$ cat src/rtl/perceptron_proto_pkg.sv
// Shared constants for the perceptron UART command protocol: opcodes, ack byte,
// per-opcode frame lengths, host FSM states and frame byte selection.
package perceptron_proto_pkg;

  localparam logic [1:0] OP_WR_WEIGHTS = 2'd0;
  localparam logic [1:0] OP_WR_INPUTS  = 2'd1;
  localparam logic [1:0] OP_RD_WEIGHTS = 2'd2;
  localparam logic [1:0] OP_RD_RESULT  = 2'd3;

  localparam logic [7:0] ACK_BYTE = 8'hAA;

  localparam logic [2:0] TX_LEN_WR         = 3'd5;
  localparam logic [2:0] TX_LEN_RD         = 3'd1;
  localparam logic [2:0] RX_LEN_WR         = 3'd1;
  localparam logic [2:0] RX_LEN_RD_WEIGHTS = 3'd4;
  localparam logic [2:0] RX_LEN_RD_RESULT  = 3'd2;

  typedef enum logic [2:0] {
    ST_IDLE    = 3'd0,
    ST_LOAD    = 3'd1,
    ST_SEND    = 3'd2,
    ST_WAIT_TX = 3'd3,
    ST_WAIT_RX = 3'd4,
    ST_DONE    = 3'd5
  } host_state_e;

  function automatic logic [2:0] tx_len(input logic [1:0] op);
    return op[1] ? TX_LEN_RD : TX_LEN_WR;
  endfunction

  function automatic logic [2:0] rx_len(input logic [1:0] op);
    case (op)
      OP_RD_WEIGHTS: return RX_LEN_RD_WEIGHTS;
      OP_RD_RESULT:  return RX_LEN_RD_RESULT;
      default:       return RX_LEN_WR;
    endcase
  endfunction

  // Opcode first, then a and b MSB first.
  function automatic logic [7:0] frame_byte(input logic [1:0] op, input logic [15:0] a,
                                            input logic [15:0] b, input logic [2:0] idx);
    case (idx)
      3'd0:    return {6'b0, op};
      3'd1:    return a[15:8];
      3'd2:    return a[7:0];
      3'd3:    return b[15:8];
      default: return b[7:0];
    endcase
  endfunction

endpackage

$ cat src/rtl/perceptron_host_timeout.sv
// Loadable down-counter for the reply timeout; expired_c is high while the count is zero.
module perceptron_host_timeout #(
  parameter int unsigned count_w = 32
) (
  input  logic               clk,
  input  logic               rst_n,
  input  logic               load,
  input  logic [count_w-1:0] load_value,
  output logic               expired_c
);

  logic [count_w-1:0] count;

  always_ff @(posedge clk or negedge rst_n) begin
    if (!rst_n) begin
      count <= '0;
    end else if (load) begin
      count <= load_value;
    end else if (count != '0) begin
      count <= count - count_w'(1);
    end
  end

  assign expired_c = (count == '0);

endmodule

$ cat src/rtl/perceptron_host_ctrl.sv
// Host-side initiator for the perceptron UART protocol: serializes one request, parses the reply.
// Optional reply timeout enabled by defining PERCEPTRON_HOST_TIMEOUT_EN.
module perceptron_host_ctrl
  import perceptron_proto_pkg::*;
#(
  parameter int unsigned clock_frequency = 12000000,
  parameter int unsigned timeout_ms      = 10,
  parameter logic [7:0]  ack_byte        = ACK_BYTE
) (
  input  logic        clk,
  input  logic        rst_n,
  input  logic        req_valid,
  output logic        req_ready,
  input  logic [1:0]  req_op,
  input  logic [15:0] req_a,
  input  logic [15:0] req_b,
  output logic        rsp_valid,
  output logic [15:0] rsp_a,
  output logic [15:0] rsp_b,
  output logic        rsp_error,
  output logic [7:0]  uart_byte,
  output logic        uart_send,
  input  logic        uart_busy,
  input  logic [7:0]  rx_byte,
  input  logic        rx_byte_ready,
  output logic        uart_clear,
  output logic [2:0]  host_state
);

  localparam int unsigned timeout_cycles = clock_frequency / 1000 * timeout_ms;

  if (timeout_cycles == 0) begin : g_bad_timeout
    $error("perceptron_host_ctrl: timeout must be at least one cycle");
  end

  host_state_e state, state_n;
  logic [1:0]  op_q, op_n;
  logic [15:0] a_q, a_n, b_q, b_n;
  logic [2:0]  tx_idx, tx_idx_n, rx_idx, rx_idx_n;
  logic        tx_seen, tx_seen_n;
  logic        rx_wait_low, rx_wait_low_n;
  logic [31:0] shift_q, shift_n, shift_next;
  logic [7:0]  uart_byte_n;
  logic        uart_send_n, uart_clear_n, rsp_valid_n, rsp_error_n, req_ready_n;
  logic [15:0] rsp_a_n, rsp_b_n;
  logic        rx_take;

  // A byte is taken once; the next one needs rx_byte_ready to drop first.
  assign rx_take    = rx_byte_ready && !rx_wait_low;
  assign host_state = state;

`ifdef PERCEPTRON_HOST_TIMEOUT_EN
  logic timeout_hit;
  logic tmo_load;

  assign tmo_load = (state != ST_WAIT_RX) || rx_take;

  perceptron_host_timeout #(.count_w(32)) u_timeout (
    .clk        (clk),
    .rst_n      (rst_n),
    .load       (tmo_load),
    .load_value (32'(timeout_cycles - 1)),
    .expired_c  (timeout_hit)
  );
`endif

  always_ff @(posedge clk or negedge rst_n) begin
    if (!rst_n) begin
      state       <= ST_IDLE;
      op_q        <= '0;
      a_q         <= '0;
      b_q         <= '0;
      tx_idx      <= '0;
      rx_idx      <= '0;
      tx_seen     <= 1'b0;
      rx_wait_low <= 1'b0;
      shift_q     <= '0;
      uart_byte   <= '0;
      uart_send   <= 1'b0;
      uart_clear  <= 1'b0;
      rsp_valid   <= 1'b0;
      rsp_error   <= 1'b0;
      rsp_a       <= '0;
      rsp_b       <= '0;
      req_ready   <= 1'b1;
    end else begin
      state       <= state_n;
      op_q        <= op_n;
      a_q         <= a_n;
      b_q         <= b_n;
      tx_idx      <= tx_idx_n;
      rx_idx      <= rx_idx_n;
      tx_seen     <= tx_seen_n;
      rx_wait_low <= rx_wait_low_n;
      shift_q     <= shift_n;
      uart_byte   <= uart_byte_n;
      uart_send   <= uart_send_n;
      uart_clear  <= uart_clear_n;
      rsp_valid   <= rsp_valid_n;
      rsp_error   <= rsp_error_n;
      rsp_a       <= rsp_a_n;
      rsp_b       <= rsp_b_n;
      req_ready   <= req_ready_n;
    end
  end

  always_comb begin
    state_n       = state;
    op_n          = op_q;
    a_n           = a_q;
    b_n           = b_q;
    tx_idx_n      = tx_idx;
    rx_idx_n      = rx_idx;
    tx_seen_n     = tx_seen;
    rx_wait_low_n = rx_byte_ready ? rx_wait_low : 1'b0;
    shift_n       = shift_q;
    shift_next    = {shift_q[23:0], rx_byte};
    uart_byte_n   = uart_byte;
    uart_send_n   = 1'b0;
    uart_clear_n  = 1'b0;
    rsp_valid_n   = 1'b0;
    rsp_error_n   = rsp_error;
    rsp_a_n       = rsp_a;
    rsp_b_n       = rsp_b;

    // Bytes arriving outside WAIT_RX are stale: consume and drop them.
    if (rx_take && (state inside {ST_IDLE, ST_LOAD, ST_SEND, ST_WAIT_TX})) begin
      uart_clear_n  = 1'b1;
      rx_wait_low_n = 1'b1;
    end

    case (state)
      ST_IDLE: begin
        if (req_valid && req_ready) begin
          op_n     = req_op;
          a_n      = req_a;
          b_n      = req_b;
          tx_idx_n = '0;
          rx_idx_n = '0;
          shift_n  = '0;
          state_n  = ST_LOAD;
        end
      end
      ST_LOAD: begin
        uart_byte_n = frame_byte(op_q, a_q, b_q, tx_idx);
        state_n     = ST_SEND;
      end
      ST_SEND: begin
        if (!uart_busy) begin
          uart_send_n = 1'b1;
          tx_seen_n   = 1'b0;
          state_n     = ST_WAIT_TX;
        end
      end
      ST_WAIT_TX: begin
        if (uart_busy) begin
          tx_seen_n = 1'b1;
        end else if (tx_seen) begin
          if (3'(tx_idx + 3'd1) < tx_len(op_q)) begin
            tx_idx_n = 3'(tx_idx + 3'd1);
            state_n  = ST_LOAD;
          end else begin
            state_n = ST_WAIT_RX;
          end
        end
      end
      ST_WAIT_RX: begin
        if (rx_take) begin
          shift_n       = shift_next;
          uart_clear_n  = 1'b1;
          rx_wait_low_n = 1'b1;
          rx_idx_n      = 3'(rx_idx + 3'd1);
          if (rx_idx_n == rx_len(op_q)) begin
            state_n     = ST_DONE;
            rsp_valid_n = 1'b1;
            rsp_error_n = 1'b0;
            rsp_a_n     = '0;
            rsp_b_n     = '0;
            case (op_q)
              OP_RD_WEIGHTS: begin
                rsp_a_n = shift_next[31:16];
                rsp_b_n = shift_next[15:0];
              end
              OP_RD_RESULT: rsp_a_n = shift_next[15:0];
              default:      rsp_error_n = (rx_byte != ack_byte);
            endcase
          end
        end
`ifdef PERCEPTRON_HOST_TIMEOUT_EN
        else if (timeout_hit) begin
          state_n     = ST_DONE;
          rsp_valid_n = 1'b1;
          rsp_error_n = 1'b1;
          rsp_a_n     = '0;
          rsp_b_n     = '0;
        end
`endif
      end
      ST_DONE: state_n = ST_IDLE;
      default: state_n = ST_IDLE;
    endcase

    req_ready_n = (state_n == ST_IDLE);
  end

endmodule

$ cat config.mk
export PLATFORM = sky130hd
export DESIGN_NAME = perceptron_host_ctrl
export DESIGN_NICKNAME = d
export VERILOG_FILES = /design/src/rtl/perceptron_proto_pkg.sv /design/src/rtl/perceptron_host_timeout.sv /design/src/rtl/perceptron_host_ctrl.sv
export SDC_FILE = /design/constraint.sdc
export NUM_CORES = 1
export LEC_CHECK = 0
export ABC_CLOCK_PERIOD_IN_PS = 2200
export BUFFER_PORTS_ARGS = -buffer_cell sky130_fd_sc_hd__buf_2
export CORE_UTILIZATION = 49
export CTS_CLUSTER_SIZE = 24
export DETAILED_ROUTE_END_ITERATION = 8
export PLACE_DENSITY = 0.71
export SLEW_MARGIN = 10
export SYNTH_ARGS = -nofsm -noshare
export SYNTH_HDL_FRONTEND = slang
export SYNTH_SLANG_ARGS = --single-unit
$ cat constraint.sdc
create_clock -name clk -period 2.2 [get_ports clk]
set_input_delay 0.11 -clock clk [delete_from_list [all_inputs] [get_ports clk]]
set_output_delay 0.11 -clock clk [all_outputs]
set_load 0.01 [all_outputs]
After elaboration in Yosys (flattened, before gate mapping)
Cells that the tools add are included.
Storage, ports and cells
  register bits: 114
  bits in latches: 0
  bits in writable memories: 0
  ROM bits: 0
  input port bits: 47
  output and inout port bits: 48
  logic and storage cells: 96
  memories: 0
Cells by class
  $add $sub $neg: 2
  multipliers: 0
  div/mod/pow operators: 0
  $lt $le $gt $ge: 1
  equality and inequality tests: 18
  shift-type cells: 0
  multiplexer cells: 41
  bitwise gates (word level): 0
  reduce and logical (&&, ||, !) cells: 17
Operator list (count)
  2-to-1 mux 24 bit: 2
  one-hot mux 24 bit (2 select lines): 1
  2-to-1 mux 3 bit: 15
  one-hot mux 16 bit (2 select lines): 1
  one-hot mux 8 bit (4 select lines): 1
  one-hot mux 3 bit (2 select lines): 3
  2-to-1 mux 16 bit: 1
  2-to-1 mux 1 bit: 15
  one-hot mux 3 bit (5 select lines): 1
  equality test 3 x 2 -> 1 bit, second input constant: 4
  inequality test 2 bit, second input constant: 5
  zero test 3 bit: 3
  AND reduction 3 bit: 3
  inequality test 8 bit, second input constant: 1
  adder 3 x 1 -> 3 bit, second input constant: 2
  equality test 3 x 1 -> 1 bit, second input constant: 2
  nonzero test 2 bit: 3
  AND reduction 5 bit: 1
  equality test 2 bit, second input constant: 2
  inequality test 2 x 1 -> 1 bit, second input constant: 2
  nonzero test 4 bit: 1
  equality test 3 bit: 1
  equality test 3 bit, second input constant: 1
  logical AND 1 bit: 3
  5 further kinds: 5

Depth between registers and ports, before layout
  word-level depth: 9
  depth in mapped cells: 9
  depth with buffers taken out: 8

Worst setup path before layout
Ideal clock, no wire load.
  path kind: register to register
  start point: reg tx_idx[2]
  end point: reg tx_idx[0]
  setup time: 125 ps
  arrival time: 1897 ps
  data required time: 2075 ps
  setup slack: 178 ps
  cell stages (with the launch flop): 9
  buffers on the path: 1
  period minus slack after synthesis: 2022 ps
  cells stage by stage: dfrtp_1 -> clkbuf_1 -> inv_1 -> ha_1 -> inv_1 -> ha_1 -> a21oi_1 -> and3_1 -> mux2_2
On the way
  longest elaborated chain between the ends: 4
RTL lines
  start, declared: RTL line perceptron_host_ctrl.sv:39  | logic [2:0] tx_idx, tx_idx_n, rx_idx, rx_idx_n;
  start signal, assigned: RTL line perceptron_host_ctrl.sv:91  | tx_idx <= tx_idx_n;
  adder 3 x 1 -> 3 bit: RTL line perceptron_host_ctrl.sv:159  | if (3'(tx_idx + 3'd1) < tx_len(op_q)) begin
  less-than comparator 3 bit: RTL line perceptron_host_ctrl.sv:159
  inequality test 2 x 1 -> 1 bit (no line)
  AND reduction 5 bit (no line)
Every way passes these cells.
A chain may end at the register's enable or synchronous reset.

Final worst setup path
  start point: reg tx_idx[0]
  end point: reg state[0] (netlist: host_state[0])
On the way
  longest elaborated chain between the ends: 6
RTL lines
  adder 3 x 1 -> 3 bit: RTL line perceptron_host_ctrl.sv:159
  less-than comparator 3 bit: RTL line perceptron_host_ctrl.sv:159
  2-to-1 mux 3 bit: RTL line perceptron_host_ctrl.sv:159
  2-to-1 mux 3 bit: RTL line perceptron_host_ctrl.sv:158  | end else if (tx_seen) begin
  2-to-1 mux 3 bit: RTL line perceptron_host_ctrl.sv:156  | if (uart_busy) begin
  one-hot mux 3 bit (5 select lines): RTL line perceptron_host_ctrl.sv:132  | case (state)
  named net state_n[0]: RTL line perceptron_host_ctrl.sv:36  | host_state_e state, state_n;
  end signal, assigned: RTL line perceptron_host_ctrl.sv:87  | state <= state_n;
  end, declared: RTL line perceptron_host_ctrl.sv:36
The timed path passes the listed nets, and every way through them passes these cells.

==> results.toml <==
[power_and_ir_drop]
combPwrFrac_pct = 24.7
clkPwrFrac_pct = 37.1
switching_power_mw = 2.32
power_density_nw_per_um2 = 1220
power.leakage_nw = 3.21
p_int_mw = 5.71
vdd_drop_max_uv = 684
sequentialPowerShare_pct = 38.2
swShare_pct = 28.9

[critical_path]
worst_setup_path_end_kind = "flop"
r2r_end = "host_state[0]"
setup.worst_path.start_class = "flop"
critPathKind = "reg2reg"
reg2regPathDepth = 8
crit-reg2reg-launch = "tx_idx[0]"
worstPathArrival_ns = 2.50
required_ns = 2.58
crit_fanout = 4
r2r_setup_slack_ns = 0.09

[routing]
wl_per_cell_um = 17.3
drc_errors = 0
drtIter0Drc = 185
finalWirelength_um = 11400
avgViaCountPerCell = 5.51
antenna_left = 0
dr.pass1.iters = 6
vias = 3621

[synthesis]
ys_ff_latch = 114
synth_edf_count = 0
syn-num-nets = 424
ys_seq_area_share_pct = 59.2
yosysTopAreaCell = "dfrtp_1"
syn-instance-count = 370
avgSynthCellArea_um2 = 13.0
synthTopCellsByArea = "dfrtp_1 (59%), mux2_2 (9.1%), a22o_1 (6.7%)"
synthArstFlopShare_pct = 100
synth_top_area_share_pct = 58.6
ys.flop_type = "dfrtp_1"
netlist_area_um2 = 4820
ys_types = 42
synth_warnings = 0

[clock_tree]
clkSinkCount = 114
cts_setup_buffers = 0
cts-root-buf = "clkbuf_8"
cts_buffer_depth = 2
cts_tree = "built"
clk_latency_ns = 0.51
cts_made_buffers = 17
worst_setup_hold_path_clk_slew_ns = 0.06
htreeDepth = 4

[sta]
max-slew-margin-rel_pct = 62.1
setup_viol = 0
fin_tns_setup_ns = 0
hold_viol_final = 0
period_share_pct = 96.1
finalMaxSlewViolations = 0
worst_pin_slew_ns = 0.568
rsz0062_at_grt = "no"
clock.fmax_ghz = 0.473
min_period_ns = 2.11
fin_skew_ns = 0.00891

[layout]
layout.nets = 570
fin_util_pct = 70.1
layout_common_cells = "dfrtp_1 (113), buf_2 (93), dlygate4sd3_1 (45), mux2_2 (39), a22o_1 (37)"
drive_above_1_share_pct = 35.2
fin_cells = 657
area.growth.synth_to_final_pct = 36.2
antenna_cells = 0
regArea_um2 = 2850
multiInputGateArea_um2 = 1810
layout_commonest_cell = "dfrtp_1"
fillCellCount = 677

[placed_design]
place_inst = 581
hpwl_um = 7140
gp_congestion = 0.741
port_buffers = 94

[run]
max_cap_viol_count = 0

[die]
initial_core_util_pct = 51.5
rows = 35
core_um2 = 9370
die-area_um2 = 10200
io_pins = 95
dieWidth_um = 101
die_h_um = 101

[grt]
grt-ovfl-total = 0
grt_pass1_wl_um = 18300
grt_max_degree = 54
grt_pass1_vias = 3606
antenna_found_initial = 0
grt.total_usage_pct = 23.7

[min_path]
hp-class = "in2async"

[status]
run_status = "complete, no violations"
-- state kept, by name (all words and copies together), names as in the netlist, 2 cells and up --
| name | count |
|---|---|
| a_q | 16 |
| b_q | 16 |
| host_state | 3 |
| op_q | 2 |
| rsp_a | 16 |
| rsp_b | 16 |
| rx_idx | 3 |
| shift_q | 24 |
| tx_idx | 3 |
| uart_byte | 8 |
-- per-layer routing --
metal	wire [um]	up-vias	global-route usage [%]	part of all wire, %
met4	153	0	8.70	1.3
met3	523	15	5.38	4.6
li1	-	1665	-	-
met5	0	-	0	0
met2	5730	130	39.8	50
met1	4970	1811	30.3	44
-- area by class of cell --
type	count	share of cell area, %
clock buffer	22	7.20
inverter	7	0.400
clock inverter	9	2.69
multi-input combinational	223	27.6
sequential	114	43.4
tap	129	2.46
timing repair buffer	153	16.2
-- critical path, stage by stage, from the launching register on --
cell,delay [ns]
dfrtp_1,0.42
ha_1,0.22
ha_1,0.27
inv_1,0.05
ha_1,0.30
or2_2,0.11
o311ai_0,0.12
a211o_1,0.34
nand2b_1,0.16
-- metrics by stage --
| step | total power, mW | instance area, um2 | setup WS, ns | hold slack, ns |
|---|---|---|---|---|
| 2_1_floorplan | 4.28 | 4820 | 0.178 | -0.186 |
| 3_3_place_gp | 4.84 | 5460 | 0.186 | 0.138 |
| 3_5_place_dp | 4.93 | 5460 | 0.123 | 0.145 |
| 4_1_cts | 8.03 | 6560 | 0.0396 | 0.141 |
| 5_1_grt | 8.44 | 6570 | 0.0243 | 0.191 |
| 6_report | 8.04 | 6570 | 0.0861 | 0.138 |
-- logic make-up (layout without fill, tap and decap cells) --
family | after synthesis | in the layout | share of synthesized area (%)
adders and majority gates | 7 | 7 | 1.82
xor gates and xnor gates | 1 | 1 | 0.182
AOI/OAI and AO/OA | 100 | 100 | 15.9
buffers and inverters | 33 | 191 | 3.58
DFF | 114 | 114 | 59.2
muxes | 56 | 56 | 12.6
and+or+nand+nor | 59 | 59 | 6.72
-- synth_stat cells, types with 2 or more instances --
master	count
buf_2	9
dfrtp_1	113
nor4b_1	2
nand2_1	20
nor2b_1	2
nand2b_1	4
o2bb2ai_1	16
o21ai_0	17
a222oi_1	6
nor2_1	12
mux2i_1	17
and3_1	3
nor3_1	4
inv_1	7
ha_1	7
and2_1	2
clkbuf_1	11
a22oi_1	4
mux2_2	39
buf_6	2
a22o_1	37
a21oi_1	13
nor4bb_1	2
buf_4	3
-- worst max-delay path by stage --
| stage | startpoint | endpoint | slack [ns] | cells after the start |
|---|---|---|---|---|
| after detailed placement | tx_idx[0] | tx_idx[2] | 0.12 | 7 |
| after global routing | tx_idx[0] | tx_idx[2] | 0.02 | 7 |
| after global placement | tx_idx[0] | tx_idx[2] | 0.19 | 7 |
| after CTS | tx_idx[0] | tx_idx[2] | 0.04 | 7 |
| final | tx_idx[0] | host_state[0] | 0.09 | 8 |
| after floorplan | tx_idx[2] | tx_idx[0] | 0.18 | 8 |
-- power groups by stage --
stage | logic, mW | clock network (mW) | registers, mW
after floorplan | 1.28 | 0 | 3.00
after global placement | 1.80 | 0 | 3.04
after detailed placement | 1.85 | 0 | 3.08
after CTS | 1.95 | 3.02 | 3.06
after global routing | 2.18 | 3.12 | 3.14
final | 1.98 | 2.98 | 3.07
-- what timing repair did --
item | CTS | global route
setup endpoints to repair | 0 | 3
hold endpoints to repair | 103 | 0
resized for setup | 0 | 3
hold buffers | 45 | 0
Power figures use the tool's default switching activity.
